`src/rtl/jtag_uart_pkg.sv`:
```
// Shared constants and types for the JTAG UART register-map responder.
// Field positions follow the vendor JTAG UART DATA/CONTROL register layout.
package jtag_uart_pkg;

  localparam int unsigned DATA_ADDR_BIT = 2;
  localparam int unsigned RVALID_BIT    = 15;
  localparam int unsigned RAVAIL_LSB    = 16;
  localparam int unsigned WSPACE_LSB    = 16;

  typedef logic [7:0] char_t;

endpackage

```
`src/rtl/jtag_uart_responder_stream_fifo.sv`:
```
// Power-of-two synchronous FIFO with occupancy count and read-first head.
// Push is refused when full and pop when empty, both judged on registered state.
module stream_fifo #(
  parameter int unsigned WIDTH      = 8,
  parameter int unsigned DEPTH_LOG2 = 4
) (
  input  logic                  clock,
  input  logic                  reset,
  input  logic                  push,
  input  logic [WIDTH-1:0]      pushData,
  output logic                  full,
  input  logic                  pop,
  output logic [WIDTH-1:0]      head,
  output logic                  empty,
  output logic [DEPTH_LOG2:0]   count
);

  localparam int unsigned             DEPTH     = 2 ** DEPTH_LOG2;
  localparam logic [DEPTH_LOG2:0]     DEPTH_C   = {1'b1, {DEPTH_LOG2{1'b0}}};
  localparam logic [DEPTH_LOG2:0]     CNT_ONE_C = {{DEPTH_LOG2{1'b0}}, 1'b1};
  localparam logic [DEPTH_LOG2-1:0]   PTR_ONE_C = {{(DEPTH_LOG2-1){1'b0}}, 1'b1};

  logic [WIDTH-1:0]      mem_r [DEPTH];
  logic [DEPTH_LOG2-1:0] wr_ptr_r;
  logic [DEPTH_LOG2-1:0] rd_ptr_r;
  logic [DEPTH_LOG2:0]   count_r;
  logic                  push_ok_s;
  logic                  pop_ok_s;

  assign full      = (count_r == DEPTH_C);
  assign empty     = (count_r == {(DEPTH_LOG2+1){1'b0}});
  assign count     = count_r;
  assign head      = mem_r[rd_ptr_r];
  assign push_ok_s = push && !full;
  assign pop_ok_s  = pop && !empty;

  // Pointer and occupancy bookkeeping; pointers wrap naturally at DEPTH.
  always_ff @(posedge clock) begin
    if (reset) begin
      wr_ptr_r <= {DEPTH_LOG2{1'b0}};
      rd_ptr_r <= {DEPTH_LOG2{1'b0}};
      count_r  <= {(DEPTH_LOG2+1){1'b0}};
    end else begin
      if (push_ok_s) wr_ptr_r <= wr_ptr_r + PTR_ONE_C;
      if (pop_ok_s)  rd_ptr_r <= rd_ptr_r + PTR_ONE_C;
      case ({push_ok_s, pop_ok_s})
        2'b10:   count_r <= count_r + CNT_ONE_C;
        2'b01:   count_r <= count_r - CNT_ONE_C;
        default: count_r <= count_r;
      endcase
    end
  end

  // Storage array; no reset needed since occupancy gates every read.
  always_ff @(posedge clock) begin
    if (push_ok_s && !reset) mem_r[wr_ptr_r] <= pushData;
  end

endmodule

```
`src/rtl/jtag_uart_responder.sv`:
```
// Avalon-MM target modelling the JTAG UART DATA/CONTROL registers, with an
// RX FIFO filled from an input stream and a TX FIFO drained to an output stream.
module jtag_uart_responder
  import jtag_uart_pkg::*;
#(
  parameter int unsigned RX_DEPTH_LOG2 = 4,
  parameter int unsigned TX_DEPTH_LOG2 = 4,
  parameter int unsigned WAIT_CYCLES   = 1
) (
  input  logic        clock,
  input  logic        reset,
  input  logic [2:0]  address,
  input  logic [31:0] writedata,
  input  logic        write,
  input  logic        read,
  output logic        waitrequest,
  output logic [31:0] readdata,
  input  logic        in_canGet,
  input  logic [7:0]  in_getData,
  output logic        in_get,
  output logic        out_canGet,
  output logic [7:0]  out_getData,
  input  logic        out_get,
  output logic        tx_overflow
);

  localparam logic [3:0]  WAIT_C     = 4'(WAIT_CYCLES);
  localparam logic [15:0] TX_DEPTH_C = 16'(32'd1 << TX_DEPTH_LOG2);

  logic [3:0]             cnt_r;
  logic                   overflow_r;
  logic                   req_s, stall_s, done_s, wr_done_s, rd_done_s, is_data_s;
  logic                   rx_pop_s, rx_full_s, rx_empty_s;
  logic                   tx_push_s, tx_full_s, tx_empty_s;
  char_t                  rx_head_s, tx_head_s;
  logic [RX_DEPTH_LOG2:0] rx_count_s;
  logic [TX_DEPTH_LOG2:0] tx_count_s;
  logic [31:0]            readdata_s;
  logic                   unused_s;

  assign req_s       = read || write;
  assign stall_s     = req_s && (cnt_r != WAIT_C);
  assign waitrequest = reset || stall_s;
  assign done_s      = req_s && !waitrequest;
  // A simultaneous read and write is serviced as a write only.
  assign wr_done_s   = write && done_s;
  assign rd_done_s   = read && !write && done_s;
  assign is_data_s   = !address[DATA_ADDR_BIT];

  assign rx_pop_s    = rd_done_s && is_data_s && !rx_empty_s;
  assign tx_push_s   = wr_done_s && is_data_s;
  assign in_get      = in_canGet && !rx_full_s && !reset;
  assign out_canGet  = !tx_empty_s;
  assign out_getData = tx_head_s;
  assign tx_overflow = overflow_r;
  assign readdata    = readdata_s;
  assign unused_s    = ^{address[1:0], writedata[31:8]};

  // Wait-state counter: counts stalled request cycles, clears otherwise.
  always_ff @(posedge clock) begin
    if (reset)        cnt_r <= 4'd0;
    else if (stall_s) cnt_r <= cnt_r + 4'd1;
    else              cnt_r <= 4'd0;
  end

  // Sticky flag for a DATA write dropped against a full TX FIFO.
  always_ff @(posedge clock) begin
    if (reset)                       overflow_r <= 1'b0;
    else if (tx_push_s && tx_full_s) overflow_r <= 1'b1;
    else                             overflow_r <= overflow_r;
  end

  // Read-data mux; zero outside read completions.
  always_comb begin
    readdata_s = 32'h0000_0000;
    if (rd_done_s) begin
      if (is_data_s) begin
        if (!rx_empty_s) begin
          readdata_s[7:0]                 = rx_head_s;
          readdata_s[RVALID_BIT]          = 1'b1;
          readdata_s[RAVAIL_LSB +: 16]    = 16'(rx_count_s) - 16'd1;
        end else begin
          readdata_s = 32'h0000_0000;
        end
      end else begin
        readdata_s[WSPACE_LSB +: 16] = TX_DEPTH_C - 16'(tx_count_s);
      end
    end else begin
      readdata_s = 32'h0000_0000;
    end
  end

  stream_fifo #(.WIDTH(8), .DEPTH_LOG2(RX_DEPTH_LOG2)) u_rx_fifo (
    .clock    (clock),
    .reset    (reset),
    .push     (in_get),
    .pushData (in_getData),
    .full     (rx_full_s),
    .pop      (rx_pop_s),
    .head     (rx_head_s),
    .empty    (rx_empty_s),
    .count    (rx_count_s)
  );

  stream_fifo #(.WIDTH(8), .DEPTH_LOG2(TX_DEPTH_LOG2)) u_tx_fifo (
    .clock    (clock),
    .reset    (reset),
    .push     (tx_push_s),
    .pushData (writedata[7:0]),
    .full     (tx_full_s),
    .pop      (out_get),
    .head     (tx_head_s),
    .empty    (tx_empty_s),
    .count    (tx_count_s)
  );

endmodule

```
`config.mk`:
```
export PLATFORM = sky130hd
export DESIGN_NAME = jtag_uart_responder
export DESIGN_NICKNAME = d
export VERILOG_FILES = /design/src/rtl/jtag_uart_pkg.sv /design/src/rtl/jtag_uart_responder_stream_fifo.sv /design/src/rtl/jtag_uart_responder.sv
export SDC_FILE = /design/constraint.sdc
export NUM_CORES = 1
export LEC_CHECK = 0
export BUFFER_PORTS_ARGS = -buffer_cell sky130_fd_sc_hd__buf_2
export CORE_MARGIN = 2
export CORE_UTILIZATION = 55
export CTS_CLUSTER_DIAMETER = 120
export DETAILED_ROUTE_END_ITERATION = 16
export PLACE_DENSITY = 0.76
export SLEW_MARGIN = 10
export SYNTH_ARGS = -nofsm -noshare
export SYNTH_HDL_FRONTEND = slang
export SYNTH_HIERARCHICAL = 1
export SYNTH_SLANG_ARGS = --single-unit
```
`constraint.sdc`:
```
create_clock -name clock -period 5.2 [get_ports clock]
set_input_delay 0.78 -clock clock [delete_from_list [all_inputs] [get_ports clock]]
set_output_delay 0.78 -clock clock [all_outputs]
set_load 0.01 [all_outputs]
```
======== Yosys cells after proc, flatten, opt, wreduce, memory -nomap -nowiden ========
Memory sizes are Yosys's and may differ from the RTL's. A register that Yosys moved wholly into a read port is not among the register bits.
Index checks and enable logic that the tools add are counted.
storage, ports and cells
  register bits ........................... 31
  latch bits .............................. 0
  output and inout bits ................... 44
  RAM bits ................................ 256
  ROM bits ................................ 0
  word-level logic and storage cells ...... 76
  input port bits ......................... 49
  memories kept ........................... 2
memories
  name             depth  bits a word  rd ports  clocked after Yosys merged registers in  write ports  RTL line                               source
  u_rx_fifo.mem_r  16     8            1         1                                        1            jtag_uart_responder_stream_fifo.sv:23  logic [WIDTH-1:0] mem_r [DEPTH];
  u_tx_fifo.mem_r  16     8            1         1                                        1            jtag_uart_responder_stream_fifo.sv:23
cells by class
  add/sub/neg operators ................... 11
  bitwise logic cells ..................... 1
  mux-type cells .......................... 15
  shift operators ......................... 0
  order comparisons ....................... 0
  equal/unequal tests ..................... 7
  divide/modulo/power cells ............... 0
  reductions and logical operators ........ 32
  multiply operators ...................... 0
operators with widths
  kind                                                   number
  two-way mux 16 bit                                     2
  two-way mux 32 bit                                     1
  adder 4 x 1 -> 4 bit, second input constant            5
  case mux 5 bit (2 select lines)                        2
  logical AND 1 bit                                      17
  two-way mux 17 bit                                     1
  two-way mux 4 bit                                      4
  adder 5 x 1 -> 5 bit, second input constant            2
  == test 5 bit, second input constant                   2
  logical NOT 5 bit                                      2
  subtractor 5 x 1 -> 5 bit, second input constant       2
  logical NOT 1 bit                                      8
  two-way mux 8 bit                                      1
  subtractor 5 x 1 -> 6 bit, second input constant       1
  subtractor 5 x 5 -> 6 bit, first input constant        1
  == test 2 x 1 -> 1 bit, second input constant          2
  == test 2 bit, second input constant                   2
  two-way mux 1 bit                                      4
  inequality test 4 x 1 -> 1 bit, second input constant  1
  nonzero test 2 bit                                     2
  logical OR 1 bit                                       2
  OR reduction 2 bit                                     1
  NOT 1 bit                                              1

======== Logic depth before layout (Yosys ltp) ========
Gate-level depths: netlist (run 1).
  word-level depth ........................ 11
  depth in mapped cells ................... 14
  gate-level depth less buffers ........... 13

======== Hierarchy ========
Netlist (run 1), hierarchy kept.
modules (own cells, without submodules)
  module               sequential area each (µm²)  area each (µm²)  cells each  instances
  stream_fifo          4184.0                      5736.8           315         2
  jtag_uart_responder  100.1                       678.2            90          1

======== Least setup slack after synthesis (run 1) ========
OpenSTA, ideal clock, no wires.
  path kind ............................... input-to-reg
  start ................................... in address[2]
  end ..................................... reg u_rx_fifo.count_r[4] (netlist: u_rx_fifo/count[4])
  data arrival time ....................... 2.972 ns
  buffers on the path ..................... 1
  path slack .............................. 2.107 ns
  required time ........................... 5.079 ns
  cell stages on the path ................. 12
  library setup time ...................... 0.121 ns
  cell sequence ........................... buf_4 > nor2_2 > and3_1 > o21ai_2 > inv_1 > ha_1 > inv_1 > fa_1 > nand2b_1 > a21oi_1 > mux2i_1 > mux2_2
between the ends
  longest elaborated chain between the ends .. 6
  elaborated cells between the ends (all ways) .. 8
  those cells by class .................... eq/ne (2); mux (1); reduce/logical (5)
ends and longest elaborated chain
  item                                                                   RTL line                               source
  start, declared                                                        jtag_uart_responder.sv:12              input logic [2:0] address,
  logical NOT 1 bit (*)                                                  jtag_uart_responder.sv:48              assign is_data_s = !address[DATA_ADDR_BIT];
  logical AND 1 bit (*) (2 in a row)                                     jtag_uart_responder.sv:50              assign rx_pop_s = rd_done_s && is_data_s && !rx_empty_s;
  named net rx_pop_s                                                     jtag_uart_responder.sv:33              logic rx_pop_s, rx_full_s, rx_empty_s;
  logical AND 1 bit (*)                                                  jtag_uart_responder_stream_fifo.sv:35  assign pop_ok_s = pop && !empty;
  named net u_rx_fifo.pop_ok_s                                           jtag_uart_responder_stream_fifo.sv:28  logic pop_ok_s;
  == test 2 x 1 -> 1 bit or == test 2 bit (tied branches)                jtag_uart_responder_stream_fifo.sv:46  case ({push_ok_s, pop_ok_s})
  case mux 5 bit (2 select lines) or nonzero test 2 bit (tied branches)  -
  end signal, assigned                                                   jtag_uart_responder_stream_fifo.sv:47  2'b10: count_r <= count_r + CNT_ONE_C;
  end signal, assigned                                                   jtag_uart_responder_stream_fifo.sv:48  2'b01: count_r <= count_r - CNT_ONE_C;
  end signal, assigned                                                   jtag_uart_responder_stream_fifo.sv:49  default: count_r <= count_r;
  end, declared                                                          jtag_uart_responder_stream_fifo.sv:26  logic [DEPTH_LOG2:0] count_r;
Mark *: on every way through the listed nets, which the timed path passes. The rest lies on a longest branch.
A chain may end at the register's enable or synchronous reset.

======== Final worst setup path (run 1) ========
  start ................................... reg cnt_r[0]
  end ..................................... reg u_tx_fifo.count_r[3] (netlist: u_tx_fifo/count[3])
between the ends
  longest elaborated chain between the ends .. 10
  elaborated cells between the ends (all ways) .. 12
  those cells by class .................... eq/ne (3); mux (1); reduce/logical (8)
ends and longest elaborated chain
  item                                                                   RTL line                               source
  start, declared                                                        jtag_uart_responder.sv:30              logic [3:0] cnt_r;
  start signal, assigned                                                 jtag_uart_responder.sv:62              else if (stall_s) cnt_r <= cnt_r + 4'd1;
  inequality test 4 x 1 -> 1 bit (*)                                     jtag_uart_responder.sv:42              assign stall_s = req_s && (cnt_r != WAIT_C);
  logical AND 1 bit (*)                                                  jtag_uart_responder.sv:42
  logical OR 1 bit (*)                                                   jtag_uart_responder.sv:43              assign waitrequest = reset || stall_s;
  logical NOT 1 bit (*)                                                  jtag_uart_responder.sv:44              assign done_s = req_s && !waitrequest;
  logical AND 1 bit (*)                                                  jtag_uart_responder.sv:44
  logical AND 1 bit (*)                                                  jtag_uart_responder.sv:46              assign wr_done_s = write && done_s;
  logical AND 1 bit (*)                                                  jtag_uart_responder.sv:51              assign tx_push_s = wr_done_s && is_data_s;
  named net tx_push_s                                                    jtag_uart_responder.sv:34              logic tx_push_s, tx_full_s, tx_empty_s;
  logical AND 1 bit (*)                                                  jtag_uart_responder_stream_fifo.sv:34  assign push_ok_s = push && !full;
  == test 2 x 1 -> 1 bit or == test 2 bit (tied branches)                jtag_uart_responder_stream_fifo.sv:46
  case mux 5 bit (2 select lines) or nonzero test 2 bit (tied branches)  -
  end signal, assigned                                                   jtag_uart_responder_stream_fifo.sv:47
  end signal, assigned                                                   jtag_uart_responder_stream_fifo.sv:48
  end signal, assigned                                                   jtag_uart_responder_stream_fifo.sv:49
  end, declared                                                          jtag_uart_responder_stream_fifo.sv:26
Marked as above.

==> results.sh, run 1 <==
export IMPL_post_route_min_period_ns=3.62
export IMPL_path_buf_inv=1
export IMPL_synthSimpleGateAreaFrac=0.0683
export IMPL_crit_slowest_cell="nor4bb_1"
export IMPL_r2r_cells=11
export IMPL_synthTopCellsByCount="edfxtp_1 (256), nor2_1 (89), mux4_2 (64), dfxtp_1 (39), a22oi_1 (34)"
export IMPL_io_pins=93
export IMPL_die_y_um=153
export IMPL_crit_top_cell="ha_1"
export IMPL_slew_viol_final=0
export IMPL_crit_path_end="u_tx_fifo/count[3]"
export IMPL_timing_rr_end="u_tx_fifo/count[3]"
export IMPL_grt_setup_unrepaired="false"
export IMPL_final_setup_tns_ns=0
export IMPL_yosysSeqAreaShare=0.697
export IMPL_synth_adder_area_share=0.0259
export IMPL_synth_top_family_by_area="multiplexers"
export IMPL_fmax_ghz=0.276
export IMPL_cp_start_kind="flop"
export IMPL_period_share=0.696
export IMPL_synthMuxAreaShare=0.127
export IMPL_wl_per_cell_um=21.8
export IMPL_cts_buffers_inserted=29
export IMPL_vdd_drop_max_v=0.000316
export IMPL_finalClockSkew_ns=0.00900
export IMPL_first_pass_iters=6
export IMPL_synth_top_area_frac=0.633
export IMPL_dr_total_vias=6408
export IMPL_path_class="flop to flop"
export IMPL_drive_above_1_share=0.230
export IMPL_port_buffers=59
export IMPL_synth_most_common_cell="edfxtp_1"
export IMPL_design_area_um2=13500
export IMPL_synth_largest_area_cell="edfxtp_1"
export IMPL_rows=54
export IMPL_ys_warnings_count=6
export IMPL_worstMarginPinSlew_ns=0.968
export IMPL_required_ns=5.67
export IMPL_hold_viol=0
export IMPL_synth_seq_cells=295
export IMPL_drt_iter0_markers=521
export IMPL_p_leak_nw=4.56
export IMPL_path_clk_slew_ns=0.06
export IMPL_synthTopCellsByArea="edfxtp_1 (63%), mux4_2 (12%), dfxtp_1 (6.4%)"
export IMPL_r2r_slack_ns=1.58
export IMPL_core_area_um2=21800
export IMPL_cp_depth=11
export IMPL_antenna_found_initial=0
export IMPL_r2r_start="cnt_r[0]"
export IMPL_finalNonFillerCells=1073
export IMPL_setup_viol=0
export IMPL_tritoncts="done"
export IMPL_drv_cap=0
export IMPL_place_area_um2=12600
export IMPL_initial_core_util=0.559
export IMPL_worst_hold_slack_ns=0.487
export IMPL_die_x_um=153
export IMPL_postRouteAntennaNets=0
export IMPL_h_tree_depth=1
export IMPL_ctsRootBufferMaster="clkbuf_16"
export IMPL_vias_per_cell=5.97
export IMPL_syn_inst=720
export IMPL_overflow=0
export IMPL_crit_fanout=8
export IMPL_syn_area_um2=12200
export IMPL_ys_dominant_reg_cell="edfxtp_1"
export IMPL_hold_class="flop to flop"
export IMPL_dpl_hpwl_um=14700
export IMPL_crit_chain="ha_1 -> nor3b_4 -> nor4bb_1 -> o21a_1 -> inv_1 -> ha_1 -> ha_1 -> a21o_1 -> a21oi_1 -> nor4bb_1 -> or3_1"
export IMPL_worst_slack_ns=1.58
export IMPL_worstSetupStartpoint="cnt_r[0]"
export IMPL_maxSlewHeadroom=0.352
export IMPL_hold_buffers=0
export IMPL_area_growth_syn_to_layout_pct=11.2
export IMPL_cpPeakStageDelay_ns=0.66
export IMPL_cp_arrival_ns=4.09
export IMPL_dp_slack_ns=1.52
export IMPL_track_usage=0.200
export IMPL_fin_nets=843
export IMPL_async_flop_share=0
export IMPL_synth_edf_count=256
export IMPL_drc=0
export IMPL_place_congestion=0.833
export IMPL_dp_cells=1019
export IMPL_die_area_um2=23300
export IMPL_cts_sinks=295
export IMPL_cp_top_family="simple AND/OR/NAND/NOR gates"
export IMPL_grt_pass1_vias=6621
export IMPL_grt_pass1_wl_um=36600
export IMPL_synthDistinctLibCells=47
export IMPL_status="complete, no violations"
export IMPL_synthXorXnorAreaFrac=0.0144
export IMPL_cts_buffer_depth=3
export IMPL_post_cts_resized=0
export IMPL_nFillCells=1537
export IMPL_synth_avg_cell_area_um2=16.9
export IMPL_end_kind="flop"
export IMPL_synth_compound_area_frac=0.0368
export IMPL_routed_wl_um=23400
export IMPL_p_per_area_nw_per_um2=354
export IMPL_cts_setup_buffers=0
export IMPL_clk_latency_ns=0.53
export IMPL_grt_max_degree=33
sequential cells by signal (all words and copies together) (netlist names), named ones only:
signal,count
u_rx_fifo/count,5
tx_overflow,1
u_tx_fifo/rd_ptr_r,4
cnt_r,4
u_tx_fifo/wr_ptr_r,4
u_tx_fifo/count,5
u_tx_fifo/mem_r,128
u_rx_fifo/rd_ptr_r,4
u_rx_fifo/mem_r,128
u_rx_fifo/wr_ptr_r,4
worst min-delay path, delay by kind of cell (launching register included):
kind / cells / cell delay (ns)
and+or+nand+nor: 1 / 0.07
AOI/OAI and AO/OA: 1 / 0.05
DFF: 1 / 0.33
placed cells by master (no fill, tap or decap), drive strengths merged, types with 5 or more instances in the layout:
cell type    n
clkinv       9
or3          6
nor2b        6
mux4        64
o211ai       6
mux2i        6
nand2       30
edfxtp     256
clkbuf      38
xor2        15
a21oi       10
xnor2        5
inv         26
nor3b        5
ha          22
conb         7
nand3        5
nor2        90
dfxtp       39
and2        10
buf         62
a22oi       34
metal layers:
metal / vias up / global-route usage / share of wire
met5: - / 0 / 0
met4: 0 / 0.0423 / 0.012
met3: 25 / 0.0319 / 0.052
met2: 205 / 0.348 / 0.52
met1: 3325 / 0.271 / 0.42
li1: 2853 / - / -
how the worst min path moves through the flow:
stage,end,from,depth (start not counted)
floorplan,cnt_r[0],cnt_r[0],1
global placement,cnt_r[0],cnt_r[0],1
detailed placement,tx_overflow,tx_overflow,2
CTS,tx_overflow,tx_overflow,2
global route,tx_overflow,tx_overflow,2
finish,tx_overflow,tx_overflow,2
layout make-up:
type / count / area [um^2] / area share
flip-flops and latches: 295 / 8480 / 0.627
multi-input cells: 359 / 3340 / 0.247
clock buffers: 38 / 800 / 0.0592
well taps: 280 / 350 / 0.0259
repair buffers: 62 / 318 / 0.0235
clock inverters: 15 / 140 / 0.0104
inverters: 23 / 86.3 / 0.00639
diodes: 1 / 2.50 / 0.000185
power by group:
group | switching, mW | total [mW] | internal (mW)
Sequential | 0.0220 | 2.60 | 2.58
Clock | 0.841 | 2.02 | 1.18
Combinational | 0.0975 | 0.163 | 0.0658
cells by family (layout without fill, tap and decap cells):
kind of cell,Yosys count,count (layout)
DFF,295,295
and+or+nand+nor,173,173
muxes,74,74
buffers and inverters,72,138
AOI/OAI and AO/OA,61,61
adders and majority gates,24,24
xor gates and xnor gates,20,20
other,1,8
stage by stage:
step	utilization	total power, mW
floorplan	-	2.75
global placement	0.578	2.80
detailed placement	0.578	2.82
CTS	0.621	4.83
global route	0.621	4.94
finish	0.621	4.79
Note: power is estimated with default switching activity, not from simulation.
==> inputs of run 2 (changes only) <==
==> constraint.sdc (replaced) <==
create_clock -name clock -period 3.75 [get_ports clock]
set_input_delay 0.5625 -clock clock [delete_from_list [all_inputs] [get_ports clock]]
set_output_delay 0.5625 -clock clock [all_outputs]
set_load 0.01 [all_outputs]
==> results.sh, run 2 (synthesized netlist as in run 1, its figures left out) <==
export IMPL_crit_top_cell="inv_1"
export IMPL_fmax_ghz=0.290
export IMPL_worstHoldStart="writedata[6]"
export IMPL_required_ns=4.17
export IMPL_hold_class="primary input to flop"
export IMPL_grt_pass1_wl_um=36800
export IMPL_slew_viol_final=0
export IMPL_post_route_min_period_ns=3.44
export IMPL_worst_slack_ns=0.307
export IMPL_multi_input_area_um2=3350
export IMPL_hold_buffers=0
export IMPL_rows=54
export IMPL_finalNonFillerCells=1081
export IMPL_core_area_um2=21800
export IMPL_grt_max_degree=33
export IMPL_cp_arrival_ns=3.86
export IMPL_dp_slack_ns=0.273
export IMPL_io_pins=93
export IMPL_track_usage=0.202
export IMPL_setup_viol=0
export IMPL_worstMarginPinSlew_ns=0.973
export IMPL_drt_iter0_markers=643
export IMPL_h_tree_depth=1
export IMPL_die_x_um=153
export IMPL_cpPeakStageDelay_ns=0.69
export IMPL_end_kind="flop"
export IMPL_drive_above_1_share=0.241
export IMPL_status="complete, no violations"
export IMPL_clkPwrFrac=0.424
export IMPL_crit_chain="or4_1 -> nor2_1 -> nor3b_1 -> o21a_1 -> inv_1 -> ha_1 -> inv_1 -> fa_1 -> nand2b_1 -> a21oi_1 -> mux2i_1 -> mux2_2"
export IMPL_layout_common_cells="edfxtp_1 (256), nor2_1 (89), mux4_2 (64)"
export IMPL_crit_slowest_cell="or4_1"
export IMPL_dpl_hpwl_um=15300
export IMPL_seqCellArea_um2=8470
export IMPL_die_area_um2=23300
export IMPL_nFillCells=1523
export IMPL_intPower_mw=5.33
export IMPL_sw_frac_of_total=0.201
export IMPL_vias_per_cell=5.92
export IMPL_area_growth_syn_to_layout_pct=11.8
export IMPL_drv_cap=0
export IMPL_ctsRootBufferMaster="clkbuf_16"
export IMPL_die_y_um=153
export IMPL_port_buffers=59
export IMPL_cts_buffer_depth=3
export IMPL_dp_cells=1028
export IMPL_cp_start_kind="flop"
export IMPL_p_leak_nw=4.62
export IMPL_tritoncts="done"
export IMPL_path_class="flop to flop"
export IMPL_routed_wl_um=23400
export IMPL_overflow=0
export IMPL_top_regs="u_rx_fifo/mem_r x128, u_tx_fifo/mem_r x128"
export IMPL_clk_latency_ns=0.55
export IMPL_vdd_drop_max_v=0.000406
export IMPL_dr_total_vias=6402
export IMPL_period_share=0.918
export IMPL_place_congestion=0.863
export IMPL_finalClockSkew_ns=0.0246
export IMPL_drc=0
export IMPL_postRouteAntennaNets=0
export IMPL_r2r_cells=12
export IMPL_path_clk_slew_ns=0.06
export IMPL_cts_sinks=295
export IMPL_switching_power_mw=1.34
export IMPL_fin_nets=852
export IMPL_first_pass_iters=7
export IMPL_antenna_cells=0
export IMPL_maxSlewHeadroom=0.349
export IMPL_r2r_start="u_rx_fifo/count[0]"
export IMPL_worst_hold_slack_ns=0.387
export IMPL_initial_core_util=0.559
export IMPL_grt_pass1_vias=6643
export IMPL_worstSetupStartpoint="u_rx_fifo/count[0]"
export IMPL_p_seq_frac=0.539
export IMPL_final_common_cell="edfxtp_1"
export IMPL_p_per_area_nw_per_um2=491
export IMPL_pwr_share_comb=0.036
export IMPL_final_setup_tns_ns=0
export IMPL_cts_buffers_inserted=29
export IMPL_crit_fanout=7
export IMPL_holdPathStages=1
export IMPL_grt_setup_unrepaired="false"
export IMPL_antenna_found_initial=0
export IMPL_hold_viol=0
export IMPL_wl_per_cell_um=21.6
run 2: worst paths after layout:
| path | end | slack (ns) |
|---|---|---|
| min reg2reg | cnt_r[0] | 0.47 |
| max | u_rx_fifo/count[4] | 0.31 |
| min | u_tx_fifo/mem_r[14][6] | 0.39 |
| max reg2reg | u_rx_fifo/count[4] | 0.31 |
run 2: what timing repair did:
item,in CTS,in global routing
gates resized for setup,0,1
buffers inserted,0,0
setup endpoints to repair,0,1
endpoints found under the hold margin,0,0
run 2: routing by layer:
metal | vias up | share of wire | GRT usage | wire (um)
met5 | - | 0 | 0 | 0
met4 | 0 | 0.020 | 0.0520 | 461
met3 | 43 | 0.056 | 0.0279 | 1310
met2 | 218 | 0.52 | 0.342 | 12100
met1 | 3269 | 0.41 | 0.281 | 9570
li1 | 2872 | - | - | -
run 2: critical path: cells and delay by family (launching register included):
| kind | cells | cell delay (ns) |
|---|---|---|
| buffers and inverters | 2 | 0.21 |
| muxes | 2 | 0.58 |
| adders and majority gates | 2 | 0.66 |
| AOI/OAI and AO/OA | 2 | 0.41 |
| and+or+nand+nor | 4 | 1.08 |
| DFF | 1 | 0.37 |
run 2: area by class of cell:
cell class | count | area share
flip-flops and latches | 295 | 0.623
well taps | 280 | 0.0258
clock buffers | 39 | 0.0599
inverters | 23 | 0.00635
clock inverters | 14 | 0.00912
repair buffers | 71 | 0.0293
multi-input cells | 359 | 0.246
run 2: stage by stage:
stage / util / total power, mW / cell area [um^2]
after floorplan: - / 3.82 / 12200
after global placement: 0.581 / 3.89 / 12600
after detailed placement: 0.581 / 3.91 / 12600
after CTS: 0.624 / 6.72 / 13600
after global routing: 0.625 / 6.87 / 13600
final: 0.625 / 6.67 / 13600
run 2: power by group through the flow:
stage | sequential, mW | combinational [mW] | clock, mW
5_1_grt | 3.60 | 0.269 | 3.01
4_1_cts | 3.60 | 0.243 | 2.87
3_3_place_gp | 3.67 | 0.226 | 0
2_1_floorplan | 3.66 | 0.163 | 0
6_report | 3.60 | 0.243 | 2.83
3_5_place_dp | 3.67 | 0.240 | 0
